## config.mk

```make
export PLATFORM = sky130hd
export DESIGN_NAME = posmat_fetch
export DESIGN_NICKNAME = d
export VERILOG_FILES = /design/src/rtl/posmat_fetch.sv
export SDC_FILE = /design/constraint.sdc
export NUM_CORES = 2
export LEC_CHECK = 0
export BUFFER_PORTS_ARGS = -buffer_cell sky130_fd_sc_hd__buf_4
export CAP_MARGIN = 20
export CORE_UTILIZATION = 62
export DETAILED_ROUTE_END_ITERATION = 16
export MAX_ROUTING_LAYER = met4
export PLACE_DENSITY = 0.88
export SLEW_MARGIN = 0
export SYNTH_ARGS = -nofsm -noshare
export SYNTH_HDL_FRONTEND = slang
export SYNTH_SLANG_ARGS = --single-unit
```

## constraint.sdc

```tcl
create_clock -name clk -period 3.05 [get_ports clk]
set_input_delay 0.4575 -clock clk [delete_from_list [all_inputs] [get_ports clk]]
set_output_delay 0.4575 -clock clk [all_outputs]
set_load 0.02 [all_outputs]
```

## src/rtl/posmat_fetch.sv

```systemverilog
// Read-side client of the XF position matrix memory: fetches three 128-bit rows
// into a 3x4 matrix, retries collided reads, and keeps a one-entry matrix cache.
module posmat_fetch (
    input  logic         clk,
    input  logic         reset,
    input  logic         reqValid,
    output logic         reqReady,
    input  logic [6:0]   reqRow,
    output logic         matValid,
    input  logic         matReady,
    output logic [383:0] matData,
    output logic [6:0]   posmatAAddr,
    output logic         posmatAEnable,
    input  logic [127:0] posmatAData,
    input  logic         posmatAValid,
    input  logic         CPWrite
);

    typedef enum logic [1:0] {IDLE, ISSUE, WAIT, DONE} state_t;

    state_t         state_q, state_d;
    logic [1:0]     k_q, k_d;
    logic [6:0]     curRow_q, curRow_d;
    logic [6:0]     addr_q, addr_d;
    logic           dirty_q, dirty_d;
    logic           cacheValid_q, cacheValid_d;
    logic [6:0]     cacheRow_q, cacheRow_d;
    logic [383:0]   cacheData_q, cacheData_d;
    logic [383:0]   matData_q, matData_d;
    logic           hit;

    always_ff @(posedge clk) begin
        if (reset) begin
            state_q      <= IDLE;
            k_q          <= 2'd0;
            curRow_q     <= 7'd0;
            addr_q       <= 7'd0;
            dirty_q      <= 1'b0;
            cacheValid_q <= 1'b0;
            cacheRow_q   <= 7'd0;
            cacheData_q  <= '0;
            matData_q    <= '0;
        end else begin
            state_q      <= state_d;
            k_q          <= k_d;
            curRow_q     <= curRow_d;
            addr_q       <= addr_d;
            dirty_q      <= dirty_d;
            cacheValid_q <= cacheValid_d;
            cacheRow_q   <= cacheRow_d;
            cacheData_q  <= cacheData_d;
            matData_q    <= matData_d;
        end
    end

    // A CP write in the lookup cycle may target this very matrix, so it forces a miss.
    assign hit = cacheValid_q && (reqRow == cacheRow_q) && !CPWrite;

    always_comb begin
        state_d      = state_q;
        k_d          = k_q;
        curRow_d     = curRow_q;
        addr_d       = addr_q;
        dirty_d      = dirty_q;
        cacheValid_d = cacheValid_q;
        cacheRow_d   = cacheRow_q;
        cacheData_d  = cacheData_q;
        matData_d    = matData_q;

        case (state_q)
            IDLE: begin
                if (reqValid) begin
                    curRow_d = reqRow;
                    dirty_d  = 1'b0;
                    if (hit) begin
                        matData_d = cacheData_q;
                        state_d   = DONE;
                    end else begin
                        k_d     = 2'd0;
                        addr_d  = reqRow;
                        state_d = ISSUE;
                    end
                end
            end
            ISSUE: begin
                state_d = WAIT;
            end
            WAIT: begin
                if (posmatAValid) begin
                    case (k_q)
                        2'd0:    matData_d[383:256] = posmatAData;
                        2'd1:    matData_d[255:128] = posmatAData;
                        default: matData_d[127:0]   = posmatAData;
                    endcase
                    if (k_q == 2'd2) begin
                        state_d = DONE;
                    end else begin
                        k_d     = k_q + 2'd1;
                        addr_d  = curRow_q + {5'd0, k_q} + 7'd1;
                        state_d = ISSUE;
                    end
                end else begin
                    state_d = ISSUE;
                end
            end
            DONE: begin
                if (matReady) begin
                    state_d = IDLE;
                    if (!dirty_q && !CPWrite) begin
                        cacheValid_d = 1'b1;
                        cacheRow_d   = curRow_q;
                        cacheData_d  = matData_q;
                    end
                end
            end
            default: state_d = IDLE;
        endcase

        if (CPWrite) begin
            cacheValid_d = 1'b0;
            if (state_q != IDLE) begin
                dirty_d = 1'b1;
            end
        end
    end

    always_comb begin
        reqReady      = (state_q == IDLE);
        matValid      = (state_q == DONE);
        posmatAEnable = (state_q == ISSUE);
        posmatAAddr   = addr_q;
        matData       = matData_q;
    end

endmodule

```

* After elaboration in Yosys (flattened, before gate mapping)
Index checks and enable logic that the tools add are counted.
** Word-level totals
- Flip-flop bits (word level) :: 795
- Input port bits :: 141
- Output and inout bits :: 394
- Word-level logic and storage cells :: 74
** Cells by class
- Add/subtract/negate cells :: 3
- Equal/unequal tests :: 15
- Muxes and demuxes :: 27
- Reductions and logical operators :: 18
** Operators by type and width (count)
- $mux W384 :: 3
- $pmux W384 S2 :: 1
- $mux W128 :: 3
- $mux W7 :: 4
- $reduce_and A5 Y1 :: 4
- $mux W2 :: 9
- $pmux W7 S2 :: 1
- $ne A2 B2 Y1 const B :: 5
- $ne A2 B1 Y1 const B :: 4
- $pmux W2 S4 :: 1
- $add A7 B1 Y7 const B :: 1
- $add A7 B2 Y7 :: 1
- $eq A7 B7 Y1 :: 1
- $eq A2 B2 Y1 const B :: 3
- $eq A2 B1 Y1 const B :: 2
- $logic_not A2 Y1 :: 2
- $mux W1 :: 4
- $pmux W2 S2 :: 1
- $reduce_and A2 Y1 :: 2
- $reduce_bool A2 Y1 :: 2
- $reduce_or A2 Y1 :: 2
- $logic_and A1 B1 Y1 :: 3
- $reduce_and A3 Y1 :: 1
- $add A2 B1 Y2 const B :: 1
- $logic_not A1 Y1 :: 2

* Longest topological paths before layout
- Depth in word-level cells :: 6
- Gate-level depth with buffers :: 10

* Worst setup path before layout
Ideal clock, no wire load.
- Path type :: reg2reg
- Start point :: register k_q[0]
- End point :: register addr_q[6] (netlist: posmatAAddr[6])
- Library setup time :: 0.070 ns
- Data arrival time :: 1.893 ns
- Required time :: 2.980 ns
- Setup slack :: 1.086 ns
- Stages on the path, launching flop included :: 9
- Path buffers :: 0
- Clock period less this slack :: 1.964 ns
- Cell sequence :: dfxtp_1 inv_1 ha_1 fa_1 nand3b_1 or3_1 a31oi_1 nand3_1 a21oi_1
** On the way
- Cells in the longest elaborated chain, start to end :: 5
- Elaborated cells between the ends (all ways) :: 8
- Those cells by class :: add/sub: 2; eq/ne: 2; mux: 3; reduce/logical: 1
** Ends and longest elaborated chain
- from (decl) :: RTL line 22 : logic [1:0] k_q, k_d;
- from (signal assigned) :: RTL line 45 : k_q <= k_d;
- $add A7 B2 Y7 :: RTL line 99 : addr_d = curRow_q + {5'd0, k_q} + 7'd1;
- $add A7 B1 Y7 :: RTL line 99
- $mux W7 :: RTL line 95 : if (k_q == 2'd2) begin
- $mux W7 :: RTL line 89 : if (posmatAValid) begin
- $pmux W7 S2 :: RTL line 70 : case (state_q)
- to (signal assigned) :: RTL line 47 : addr_q <= addr_d;
- to (decl) :: RTL line 24 : logic [6:0] addr_q, addr_d;
Several ways; a longest one is shown, not always the timed one. The select of a mux whose other input is x is not followed.
A chain may end at the register's enable or synchronous reset.

* Worst setup path after layout
- Start point :: register k_q[1]
- End point :: register matData_q[49] (netlist: matData[49])
** On the way
- Cells in the longest elaborated chain, start to end :: 4
- Elaborated cells between the ends (all ways) :: 5
- Those cells by class :: eq/ne: 2; reduce/logical: 3
** Ends and longest elaborated chain
- $eq A2 B1 Y1 / $logic_not A2 Y1 (equally long branches) :: RTL line 90 : case (k_q)
- $reduce_or A2 Y1 (no source line) *
- $ne A2 B2 Y1 (no source line) *
- $reduce_and A5 Y1 (no source line) *
- to (signal assigned) :: RTL line 52 : matData_q <= matData_d;
- to (decl) :: RTL line 29 : logic [383:0] matData_q, matData_d;
Mark *: on every way between the ends. The rest lies on a longest branch, timed or not.

==> summary.txt <==
Drt
  – DR pass1 iterations: 6
  – Met3 wire length: 12000 um
  – DR vias: 33761
  – DR WL/cell: 22.0 um
  – Vias per Instance: 6.57
  – Metal2 WL: 51900 um
  – Met1 wire length: 43400 um
  – Top sig layer: met4
  – Starting DRT DRC Count: 4411
  – DRT Wirelength: 113000 um
  – Antenna-violating nets left: 0
  – Drt drc: 0

Placed design
  – I/O Buffers: 534
  – Placed insts: 5004
  – RD Place Congestion: 0.890
  – DP HPWL: 67100 um

Clocking
  – Total clock sinks: 795
  – Root Driver: clkbuf_16
  – # Post-CTS Setup Buffers: 0
  – Clk_lat worst skew: 0.62 ns
  – Worst-path clk slew: 0.07 ns
  – CTS max path bufs: 3
  – Cts repair resizes: 0
  – CTS tree: done
  – Level count of the clock H-tree: 3
  – # hold bufs at CTS: 0
  – Num CTS Buffers: 79

Global route
  – Grt ovf: 0
  – Vias in the first global route: 30917
  – Tot GR Track Use: 38.7%
  – First-pass GRT wire length: 173000 um
  – Pin count of the biggest net entering global routing: 234
  – Initial antenna violation count: 2

Critical path
  – Worst reg2reg startpoint: k_q[1]$_SDFFE_PP0P_
  – WP data arrival: 3.10 ns
  – Worst-path maximum fanout: 78
  – RR Endpoint: matData[49]$_SDFFE_PP0P_
  – Crit end category: flop
  – Crit start category: flop
  – Register-to-Register Path Depth: 7
  – CP Class: flop to flop
  – CP Data Required Time: 3.59 ns
  – Worst R2R Setup Slack: 0.49 ns

Pwr
  – Leak: 14.7 nW
  – Pwr dens: 581 mW/mm^2
  – Peak VDD IR: 0.500 mV

Job
  – Number of max-cap violations: 0

Min path
  – Hold path depth: 2
  – Min-delay worst type: input pin to flop
  – Hold path endpoint: cacheValid_q$_SDFFE_PP0P_
  – Hold Crit Start: CPWrite

Yosys
  – Synth top area cells: dfxtp_1 (45%), a21oi_1 (11%), nand2_1 (8.6%)
  – Cell area after synthesis: 0.0350 mm^2
  – Synth Warn #: 0
  – Sequential-to-total area share from yosys stat: 45.5%
  – Post-synth cell types: 44
  – Syn_nets: 4236
  – Yosys top cell by area: dfxtp_1
  – Avg Inst Size Synth: 8.56 um^2
  – Flops & latches, synth: 795
  – Cells after Synth: 4089
  – Yosys top cell area share: 45.5%

Floorplan
  – Std-Cell Core Area: 0.0554 mm^2
  – Initial core utilization: 63.1%
  – Die Span Y: 240 um
  – Chip width: 240 um
  – Die area: 0.0574 mm^2
  – Row cnt: 86
  – IO Count: 535

Timing
  – Peak Freq: 390 MHz
  – Clk_skew: 0.0190 ns
  – Setup TNS: 0 ns
  – Final hold slack: 0.0405 ns
  – Final setup fails: 0
  – Fin crit share: 84.0%
  – Max-slew headroom: 15.7%
  – Final Hold Viols: 0
  – RSZ-0062 raised after global routing: false
  – Crit path time final: 2.56 ns
  – Final max-slew violation count: 0
  – Worst-Margin Slew: 1.26 ns

Final layout
  – P&R area growth vs syn: 19.0%
  – Most common cell after layout, fill and taps aside: nand2_1
  – Commonest cells after routing, fill and taps aside: nand2_1 (806), a21oi_1 (795), dfxtp_1 (795), buf_4 (575), o21ai_0 (267)
  – # nets final: 4484
  – Share of cells above drive strength 1: 22.5%
  – Post-Layout Cell Count: 5142

Outcome
  – Outcome: completed
-- synthesized netlist by cell type, drive strengths merged --
master   count
nor3b        1
o21ai      268
nor2        11
a311oi       1
o31ai      129
nor2b        3
or4          1
fa           1
nor3         1
ha           5
a21o       129
a31oi        1
o32ai        1
or2          1
and3         1
nand2b       5
buf        197
o221ai     128
nand4        3
nand2      806
nor4         2
nand3b     257
xnor2        5
a2111o       2
or3          2
nand3        4
xor2         4
a211oi     256
clkbuf     254
o21a         2
and2         4
clkinv       1
dfxtp      795
a21oi      796
o2111ai      3
inv          7
a22oi        2
-- area by class of cell --
| class | count | area (um^2) |
|---|---|---|
| antenna | 2 | 5.00 |
| clock buffer | 122 | 2330 |
| clock inverter | 14 | 174 |
| fill | 3818 | 13800 |
| inverter | 8 | 33.8 |
| multi-input combinational | 2835 | 17100 |
| sequential | 795 | 15900 |
| tap | 748 | 936 |
| timing repair buffer | 618 | 5170 |
-- registers in the layout, summed over array words and instances (netlist names) --
signal	cells
cacheData_q	384
matData	384
cacheRow_q	7
curRow_q	7
posmatAAddr	7
k_q	2
state_q	2
cacheValid_q	1
dirty_q	1
-- worst max-delay path: stages (launching register included) --
cell	delay [ns]
dfxtp_1	0.37
inv_1	0.16
ha_4	0.32
o21ai_4	0.21
buf_4	0.74
a21o_1	0.23
o31ai_1	0.07
a21oi_1	0.16
-- logic make-up (layout without fill, tap and decap cells) --
family | count (synthesis) | after routing | share of synthesized area, %
AOI/OAI and AO/OA | 1718 | 1718 | 33.3
and+or+nand+nor | 1102 | 1102 | 14.8
DFF | 795 | 795 | 45.5
buffers and inverters | 459 | 762 | 6.04
xor gates and xnor gates | 9 | 9 | 0.225
adders and majority gates | 6 | 6 | 0.236
other | 0 | 2 | 0
-- worst max path at each step --
stage                        startpoint                           to  slack [ns]  cells after the start
global route        k_q[1]$_SDFFE_PP0P_     matData[14]$_SDFFE_PP0P_        0.46                      7
finish              k_q[1]$_SDFFE_PP0P_     matData[49]$_SDFFE_PP0P_        0.49                      7
global placement                CPWrite    matData[194]$_SDFFE_PP0P_        0.50                      9
floorplan           k_q[0]$_SDFFE_PP0P_  posmatAAddr[6]$_SDFFE_PP0P_        1.09                      8
detailed placement              CPWrite    matData[198]$_SDFFE_PP0P_        0.43                      9
CTS                 k_q[1]$_SDFFE_PP0P_     matData[13]$_SDFFE_PP0P_        0.60                      7
-- power breakdown --
part	total, mW	internal, mW	leakage, nW	switching, mW
Sequential	11.1	10.7	6.44	0.381
Clock	9.63	5.58	1.23	4.05
Combinational	3.44	1.30	7.02	2.14
-- stage by stage --
step                      area (um^2)  setup slack [ns]  util (%)  power, mW
after CTS                       41600             0.597      75.1       24.1
after floorplan                 35000              1.09         -       13.3
final                           41600             0.488      75.1       24.2
after global placement          39100             0.498      70.6       14.6
after detailed placement        39100             0.427      70.6       14.7
after global routing            41600             0.458      75.1       24.8
-- layer usage --
metal  vias up  track usage, %
li1      15155               -
met1     16141            48.8
met2      2053            58.4
met3       412            8.52
met4         0            19.6
met5         -               -
Power figures use the tool's default switching activity.
